--- src/rtl/dmem_arbiter.sv ---
// Two-port round-robin front end for a 32-bit, big-endian, word-write-only data memory.
// Checks requests, runs sub-word stores as read-modify-write, and aligns and extends sub-word loads.
module dmem_arbiter #(
  parameter int unsigned MEM_BYTES = 256
) (
  input  logic        clk,
  input  logic        rst_n,
  input  logic        p0_req,
  input  logic        p0_we,
  input  logic [1:0]  p0_size,
  input  logic        p0_signed,
  input  logic [31:0] p0_addr,
  input  logic [31:0] p0_wdata,
  output logic        p0_ack,
  output logic        p0_err,
  output logic [31:0] p0_rdata,
  input  logic        p1_req,
  input  logic        p1_we,
  input  logic [1:0]  p1_size,
  input  logic        p1_signed,
  input  logic [31:0] p1_addr,
  input  logic [31:0] p1_wdata,
  output logic        p1_ack,
  output logic        p1_err,
  output logic [31:0] p1_rdata,
  output logic [31:0] mem_addr,
  output logic [31:0] mem_wdata,
  output logic        mem_read,
  output logic        mem_write,
  input  logic [31:0] mem_rdata
);

  typedef enum logic [1:0] {IDLE, ACCESS, WRITE, RESP} state_e;

  localparam logic [1:0] SZ_BYTE = 2'b00;
  localparam logic [1:0] SZ_HALF = 2'b01;
  localparam logic [1:0] SZ_WORD = 2'b10;

  state_e      state_q, state_d;
  logic        last_grant_q, last_grant_d;
  logic        grant_q, grant_d;
  logic        we_q, we_d;
  logic [1:0]  size_q, size_d;
  logic        signed_q, signed_d;
  logic [31:0] addr_q, addr_d;
  logic [31:0] wdata_q, wdata_d;
  logic        err_q, err_d;
  logic [31:0] rbuf_q, rbuf_d;

  logic        any_req;
  logic        sel_port;
  logic        sel_we;
  logic [1:0]  sel_size;
  logic        sel_signed;
  logic [31:0] sel_addr;
  logic [31:0] sel_wdata;
  logic        sel_illegal;
  logic        word_store;
  logic [31:0] merged_word;
  logic [31:0] load_data;
  logic [31:0] resp_rdata;

  // Tie goes to the port that did not win last time; a lone requester always wins.
  assign any_req    = p0_req | p1_req;
  assign sel_port   = (p0_req && p1_req) ? ~last_grant_q : p1_req;
  assign sel_we     = sel_port ? p1_we     : p0_we;
  assign sel_size   = sel_port ? p1_size   : p0_size;
  assign sel_signed = sel_port ? p1_signed : p0_signed;
  assign sel_addr   = sel_port ? p1_addr   : p0_addr;
  assign sel_wdata  = sel_port ? p1_wdata  : p0_wdata;

  assign sel_illegal = (sel_size == 2'b11)
                    || (sel_size == SZ_HALF && sel_addr[0])
                    || (sel_size == SZ_WORD && sel_addr[1:0] != 2'b00)
                    || (sel_addr >= 32'(MEM_BYTES));

  assign word_store = we_q && (size_q == SZ_WORD);

  function automatic logic [31:0] lane_merge(input logic [31:0] word, input logic [31:0] data,
                                             input logic [1:0] size, input logic [1:0] off);
    logic [31:0] res;
    res = word;
    if (size == SZ_BYTE) begin
      case (off)
        2'd0:    res[31:24] = data[7:0];
        2'd1:    res[23:16] = data[7:0];
        2'd2:    res[15:8]  = data[7:0];
        default: res[7:0]   = data[7:0];
      endcase
    end else if (off[1]) begin
      res[15:0] = data[15:0];
    end else begin
      res[31:16] = data[15:0];
    end
    return res;
  endfunction

  function automatic logic [31:0] lane_extract(input logic [31:0] word, input logic [1:0] size,
                                               input logic [1:0] off, input logic sgn);
    logic [7:0]  b;
    logic [15:0] h;
    logic [31:0] res;
    case (off)
      2'd0:    b = word[31:24];
      2'd1:    b = word[23:16];
      2'd2:    b = word[15:8];
      default: b = word[7:0];
    endcase
    h = off[1] ? word[15:0] : word[31:16];
    case (size)
      SZ_BYTE: res = {{24{sgn & b[7]}}, b};
      SZ_HALF: res = {{16{sgn & h[15]}}, h};
      default: res = word;
    endcase
    return res;
  endfunction

  assign merged_word = lane_merge(rbuf_q, wdata_q, size_q, addr_q[1:0]);
  assign load_data   = lane_extract(rbuf_q, size_q, addr_q[1:0], signed_q);

  // NOTE: sequential state uses non-blocking assignments so every flop samples pre-edge values.
  always_ff @(posedge clk or negedge rst_n) begin
    if (!rst_n) begin
      state_q      <= IDLE;
      last_grant_q <= 1'b1;
      grant_q      <= 1'b0;
      we_q         <= 1'b0;
      size_q       <= 2'b00;
      signed_q     <= 1'b0;
      addr_q       <= '0;
      wdata_q      <= '0;
      err_q        <= 1'b0;
      rbuf_q       <= '0;
    end else begin
      state_q      <= state_d;
      last_grant_q <= last_grant_d;
      grant_q      <= grant_d;
      we_q         <= we_d;
      size_q       <= size_d;
      signed_q     <= signed_d;
      addr_q       <= addr_d;
      wdata_q      <= wdata_d;
      err_q        <= err_d;
      rbuf_q       <= rbuf_d;
    end
  end

  // NOTE: every signal gets a hold default before the case, so no path leaves one unassigned (no latch).
  always_comb begin
    state_d      = state_q;
    last_grant_d = last_grant_q;
    grant_d      = grant_q;
    we_d         = we_q;
    size_d       = size_q;
    signed_d     = signed_q;
    addr_d       = addr_q;
    wdata_d      = wdata_q;
    err_d        = err_q;
    rbuf_d       = rbuf_q;
    case (state_q)
      IDLE: begin
        if (any_req) begin
          grant_d      = sel_port;
          last_grant_d = sel_port;
          we_d         = sel_we;
          size_d       = sel_size;
          signed_d     = sel_signed;
          addr_d       = sel_addr;
          wdata_d      = sel_wdata;
          err_d        = sel_illegal;
          state_d      = sel_illegal ? RESP : ACCESS;
        end
      end
      ACCESS: begin
        if (!word_store) rbuf_d = mem_rdata;
        state_d = (we_q && !word_store) ? WRITE : RESP;
      end
      WRITE: state_d = RESP;
      RESP: begin
        err_d   = 1'b0;
        state_d = IDLE;
      end
      default: state_d = IDLE;
    endcase
  end

  // Outputs depend only on registered state and latched fields.
  always_comb begin
    mem_addr   = '0;
    mem_wdata  = '0;
    mem_read   = 1'b0;
    mem_write  = 1'b0;
    p0_ack     = 1'b0;
    p1_ack     = 1'b0;
    p0_err     = 1'b0;
    p1_err     = 1'b0;
    p0_rdata   = '0;
    p1_rdata   = '0;
    resp_rdata = (err_q || we_q) ? 32'h0 : load_data;
    case (state_q)
      ACCESS: begin
        mem_addr = {addr_q[31:2], 2'b00};
        if (word_store) begin
          mem_write = 1'b1;
          mem_wdata = wdata_q;
        end else begin
          mem_read = 1'b1;
        end
      end
      WRITE: begin
        mem_addr  = {addr_q[31:2], 2'b00};
        mem_write = 1'b1;
        mem_wdata = merged_word;
      end
      RESP: begin
        if (grant_q) begin
          p1_ack   = 1'b1;
          p1_err   = err_q;
          p1_rdata = resp_rdata;
        end else begin
          p0_ack   = 1'b1;
          p0_err   = err_q;
          p0_rdata = resp_rdata;
        end
      end
      default: ;
    endcase
  end

endmodule

--- config.mk ---
export PLATFORM = sky130hd
export DESIGN_NAME = dmem_arbiter
export DESIGN_NICKNAME = d
export VERILOG_FILES = /design/src/rtl/dmem_arbiter.sv
export SDC_FILE = /design/constraint.sdc
export NUM_CORES = 1
export LEC_CHECK = 0
export ABC_CLOCK_PERIOD_IN_PS = 2710
export BUFFER_PORTS_ARGS = -buffer_cell sky130_fd_sc_hd__buf_2
export CAP_MARGIN = 20
export CORE_UTILIZATION = 45
export CTS_CLUSTER_DIAMETER = 50
export DETAILED_ROUTE_END_ITERATION = 6
export PLACE_DENSITY = 0.76
export SETUP_SLACK_MARGIN = 0.05
export SYNTH_ARGS = -nofsm -noshare
export SYNTH_HDL_FRONTEND = slang
export SYNTH_SLANG_ARGS = --single-unit
--- constraint.sdc ---
create_clock -name clk -period 2.71 [get_ports clk]
set_clock_uncertainty 0.05 [all_clocks]
set_input_delay 0 -clock clk [delete_from_list [all_inputs] [get_ports clk]]
set_output_delay 0 -clock clk [all_outputs]
set_load 0.1 [all_outputs]
* After elaboration in Yosys (flattened, before gate mapping)
Cells that the tools add are included.
Operators by class: bitwise gates (word level) 5, order comparisons 1, muxes and demuxes 42, eq/ne operators 11, reductions and logical operators 20
Operators with widths (count):
- 32-bit 2-to-1 mux | 10
- 32-bit one-hot mux with 2 select lines | 2
- 16-bit 2-to-1 mux | 3
- 32-bit by 9-bit >= comparator with 1-bit output (second input constant) | 1
- 8-bit 2-to-1 mux | 4
- 8-bit one-hot mux with 3 select lines | 1
- 1-bit 2-to-1 mux | 16
- 2-bit == test (second input constant) | 6
- 2-bit by 1-bit == test with 1-bit output (second input constant) | 4
- 2-bit one-hot mux with 4 select lines | 1
- 2-bit logical NOT | 3
- 2-bit 2-to-1 mux | 3
- 2-bit AND reduction | 3
- 1-bit logical AND | 5
- 1-bit logical OR | 4
- 1-bit one-hot mux with 2 select lines | 2
- 2-bit nonzero test | 2
- 3-bit OR reduction | 1
- 1-bit AND | 2
- 2-bit != test (second input constant) | 1
- 1-bit NOT | 2
- 2-bit OR reduction | 1
- 1-bit logical NOT | 1
- 1-bit OR | 1
Word-level totals: output and inout port bits 134, bits of input ports 172, word-level logic and storage cells 89, register bits after elaboration 105

* Depth between registers and ports, before layout
word-level depth 11, gate-level depth with buffers 8, depth with buffers taken out 7

* Worst setup path after synthesis
Ideal clock, no wire load.
kind register -> output, from reg state_q[1], to out p0_rdata[10], stages on the path, launching flop included 7, data required time 2660 ps, buffers on the path 1, slack -1118 ps, arrival time 3778 ps, cell sequence dfrtp_1 -> ha_1 -> nand2b_1 -> clkbuf_1 -> inv_2 -> nand2_1 -> o31ai_1
Between the ends: longest elaborated chain between the ends 2
RTL lines:
- from (decl) | line 39 | state_e state_q, state_d;
- from (signal assigned) | line 135 | state_q <= state_d;
- 2-bit == test | line 200 | case (state_q)
- 32-bit 2-to-1 mux | line 200
- to (decl) | line 16 | output logic [31:0] p0_rdata,
No other way between the ends.

* Worst setup path after layout
from reg last_grant_q, to reg addr_q[16]
Between the ends: longest elaborated chain between the ends 3
RTL lines:
- from (decl) | line 40 | logic last_grant_q, last_grant_d;
- from (signal assigned) | line 136 | last_grant_q <= last_grant_d;
- 1-bit NOT | line 65 | assign sel_port = (p0_req && p1_req) ? ~last_grant_q : p1_req;
- 1-bit 2-to-1 mux | line 65
- 32-bit 2-to-1 mux | line 69 | assign sel_addr = sel_port ? p1_addr : p0_addr;
- to (signal assigned) | line 141 | addr_q <= addr_d;
- to (decl) | line 45 | logic [31:0] addr_q, addr_d;
No other way between the ends. A chain may end at the register's enable or synchronous reset.

==> reports/qor_table.md <==
| Step | Parameter | Reported |
|:---|:---|:---|
| logic synthesis | Count of flip-flops with a built-in enable after synthesis | 0 |
| global routing | Number of antenna violations at the first check in global routing | 6 |
| layout | Post-route core utilization | 83.6% |
| sta | Final setup margin | 0.0202 ns |
| layout | Fill cells | 784 |
| logic synthesis | Share of Yosys cell area claimed by the top area cell type | 37.4% |
| sta | Minimum period implied by the final worst setup slack | 2.69 ns |
| sta | Maximum operating frequency | 372 MHz |
| cts | Post-CTS Repair Setup Buffers | 0 |
| global routing | Pin count of the biggest net entering global routing | 58 |
| setup path | Critical path data arrival time | 2.88 ns |
| placed design | Cell count after placement | 1,252 |
| setup path | Endpoint of the lowest-slack register-to-register path | addr_q[16]$_DFFE_PN0P_ |
| worst hold path | Destination of the worst hold path | size_q[1]$_DFFE_PN0P_ |
| placed design | Worst Setup Slack post-DPL | 0.507 ns |
| layout | NumNets Final | 1,423 |
| logic synthesis | Register bit count reported by yosys | 105 |
| global routing | GRT Total Usage | 41.7% |
| routing | Wire length on met2 | 16,700 um |
| routing | Number of remaining DRC errors | 0 |
| sta | Final Setup Violations | 0 |
| routing | Number of nets still failing antenna checks after routing | 0 |
| die | Effective utilization at floorplan | 45.9% |
| setup path | Largest fanout on the critical path | 11 |
| global routing | Grt total ovfl | 0 |
| logic synthesis | Proportion of register bits with asynchronous set or reset after synthesis | 100% |
| setup path | Internal reg-to-reg setup slack | 0.02 ns |
| routing | Post-DR wirelength/cell | 23.9 um |
| sta | Number of hold violations in the final report | 0 |
| routing | Met1 Routed Length | 11,600 um |
| setup path | Worst reg2reg path startpoint | last_grant_q$_DFFE_PN1P_ |
| sta | Worst slack on hold paths | 0.0281 ns |
| die | Row cnt | 45 |
| routing | Total wire length | 34,500 um |
| worst hold path | Startpoint of the tightest hold check path | p1_size[1] |
| cts | Later-pin clock latency in the skew report | 0.36 ns |
| setup path | Type of the worst setup path | reg2reg |
| layout | Final Cell Area | 12,700 um2 |
| layout | Synthesis-to-layout area growth | 82.0% |
| power and ir drop | Areal power density over the cells | 1480 nW/um2 |
| logic synthesis | Ys Warns | 0 |
| sta | Unrepaired setup endpoints after global routing | true |
| logic synthesis | Dominant cells by area after synthesis | sky130_fd_sc_hd__dfrtp_1, sky130_fd_sc_hd__mux2i_1, sky130_fd_sc_hd__mux2_2 |
| cts | CTS Buf Count | 9 |
| setup path | Endpoint kind of the worst setup timing path | register |
| sta | Max_slew headroom | 45.7% |
| layout | Fraction of layout cells with a size suffix above 1 | 37.3% |
| routing | Total met3 wirelength after detailed routing | 3550 um |
| logic synthesis | Dominant cell type by area after synthesis | sky130_fd_sc_hd__dfrtp_1 |
| logic synthesis | Flip-flop cell with the highest count after synthesis | sky130_fd_sc_hd__dfrtp_1 |
| global routing | First-pass GRT wire length | 50,600 um |
| logic synthesis | Most common cell in the synthesized netlist | sky130_fd_sc_hd__nand2_1 |
| layout | Layout Cells excl Fill | 1,445 |
| routing | DR top layer | met4 |
| power and ir drop | Max rail drop VDD | 1280 uV |
| logic synthesis | Proportion of synthesized chip area in sequential cells | 37.8% |
| placed design | Number of buffers inserted by port buffering | 303 |
| logic synthesis | Top cell types by occurrence after synthesis | sky130_fd_sc_hd__nand2_1, sky130_fd_sc_hd__dfrtp_1, sky130_fd_sc_hd__o21ai_0 |
| sta | Pins over their slew limit | 0 |
| cts | TritonCTS clock tree | yes |
| cts | Maximum clock insertion buffer count | 2 |
| placed design | Cell Area, Placed | 10,600 um2 |
| outcome | Run status | completed |
| logic synthesis | Cell variety after synth | 47 |
| global routing | Via count of the first global-routing pass | 9,108 |
| routing | Detailed-router iteration count before antenna repair | 6 |
| routing | Vias per Instance | 6.12 |
| worst hold path | Depth of the worst hold-timing path | 3 |
| die | Full die area | 16,000 um2 |
| power and ir drop | Leakage Power | 5.57 nW |
| flow run | Max_cap viols | 0 |
| sta | Final cycle utilization of the critical path | 99.3% |
| setup path | R2r worst-path depth | 5 |
| setup path | Nature of the critical path startpoint | register |
| routing | Number of design-rule violations left by the first detailed-router iteration | 969 |
| cts | Clock H-tree levels | 3 |
| logic synthesis | Cell area after synthesis | 6960 um2 |
| logic synthesis | Post-Synthesis Mean Instance Area | 8.70 um2 |
| die | Horizontal die dimension | 126 um |
| logic synthesis | Synthesized instance count | 800 |
| setup path | First element of the critical path | last_grant_q$_DFFE_PN1P_ |
| setup path | Critical path required time | 2.90 ns |
| die | Floorplan die height | 126 um |
| cts | Clock slew at the register clock pins of the worst setup and hold paths | 0.08 ns |
| placed design | Routability congestion estimate | 0.897 |
| placed design | Post-detail-place hpwl | 20,100 um |
| cts | Clock sink count | 105 |
| routing | Vias after detailed routing | 8,840 |
| sta | Worst Tran Pin Value | 0.809 ns |
| die | Number of primary I/O pins | 306 |
| worst hold path | Hold WC Path Type | in2reg |
| die | Area of the core | 15,100 um2 |
| cts | Clock root buffer master | sky130_fd_sc_hd__clkbuf_16 |
==> report_power, final <==
group,internal [W],leakage [nW],switching (W)
sequential,0.00235,1.27,0.00107
combinational,0.00488,4.16,0.00900
clock,0.000740,0.142,0.000633
==> kinds of logic after synthesis <==
kind of cell | count (synthesis) | share of synthesized area [%]
flip-flops | 105 | 37.8
AO/OA/AOI/OAI | 208 | 18.3
buffers and inverters | 73 | 5.02
adder cells (fa/ha/maj) | 5 | 0.899
other | 1 | 0.0539
multiplexers | 124 | 19.0
AND/OR/NAND/NOR | 284 | 19.0
==> cell type report <==
type                    count  area [um2]  share of cell area (%)
repair buffers            496        5250                    41.5
multi-input cells         624        4190                    33.1
flip-flops and latches    105        2630                    20.8
clock buffers              11         243                    1.92
well taps                 188         235                    1.86
clock inverters             5        55.1                   0.435
inverters                  10        37.5                   0.296
diodes                      6        15.0                   0.119
==> per-stage QoR <==
stage	total power, W	setup TNS [ns]
after floorplan	0.0118	-5.39
after global placement	0.0162	0
after detailed placement	0.0164	0
after CTS	0.0180	0
after global routing	0.0193	0
final	0.0187	0
==> sequential cells by signal, indices dropped and copies added, names as in the netlist, 2 cells and up <==
name,cells
addr_q,32
rbuf_q,32
size_q,2
state_q,2
wdata_q,32
==> critical path, cell delays in order (launching register included) <==
cell and delay, ns:
sky130_fd_sc_hd__dfstp_2 0.42, sky130_fd_sc_hd__a21boi_4 0.55, sky130_fd_sc_hd__buf_4 0.29, sky130_fd_sc_hd__mux2i_1 0.43
sky130_fd_sc_hd__dlygate4sd3_1 0.73, sky130_fd_sc_hd__o21ai_0 0.11
==> worst max path at each step <==
| stage | cells past startpoint | endpoint |
|---|---|---|
| 2_1_floorplan | 6 | p1_rdata[21] |
| 3_3_place_gp | 8 | p0_rdata[10] |
| 3_5_place_dp | 8 | p0_rdata[10] |
| 4_1_cts | 6 | mem_wdata[22] |
| 5_1_grt | 5 | addr_q[16]$_DFFE_PN0P_ |
| 6_report | 5 | addr_q[16]$_DFFE_PN0P_ |
==> placed cells by master (no fill, tap or decap), types with 3 or more instances in the layout <==
cell,count
sky130_fd_sc_hd__and2_1,37
sky130_fd_sc_hd__nand3_1,11
sky130_fd_sc_hd__buf_4,19
sky130_fd_sc_hd__a21boi_2,18
sky130_fd_sc_hd__a21oi_2,3
sky130_fd_sc_hd__a22oi_1,15
sky130_fd_sc_hd__o21ai_0,97
sky130_fd_sc_hd__o211ai_1,10
sky130_fd_sc_hd__clkbuf_16,9
sky130_fd_sc_hd__inv_1,8
sky130_fd_sc_hd__dlygate4sd3_1,169
sky130_fd_sc_hd__a21oi_1,30
sky130_fd_sc_hd__nor3_1,10
sky130_fd_sc_hd__nor2_2,21
sky130_fd_sc_hd__nor2b_2,15
sky130_fd_sc_hd__dfrtp_1,104
sky130_fd_sc_hd__mux2i_1,69
sky130_fd_sc_hd__a22o_1,11
sky130_fd_sc_hd__nor2_1,49
sky130_fd_sc_hd__o21a_1,3
sky130_fd_sc_hd__ha_1,5
sky130_fd_sc_hd__diode_2,6
sky130_fd_sc_hd__buf_12,125
sky130_fd_sc_hd__buf_2,183
sky130_fd_sc_hd__nor2b_1,3
sky130_fd_sc_hd__o221ai_1,8
sky130_fd_sc_hd__nand2_1,117
sky130_fd_sc_hd__mux2_2,53
sky130_fd_sc_hd__o21ai_4,3
sky130_fd_sc_hd__or4_1,3
sky130_fd_sc_hd__nor4_1,7
==> layer usage <==
metal,vias to the layer above,global-route usage [%]
met5,-,0
met4,0,28.6
met3,233,11.5
met2,705,71.1
met1,4189,45.3
li1,3713,-
==> what timing repair did <==
item                                    CTS  global route
endpoints found under the setup margin    0            33
hold buffers                            169             0
resized for setup                         0             7
endpoints found under the hold margin   147             0
(Power assumes the default switching activity.)
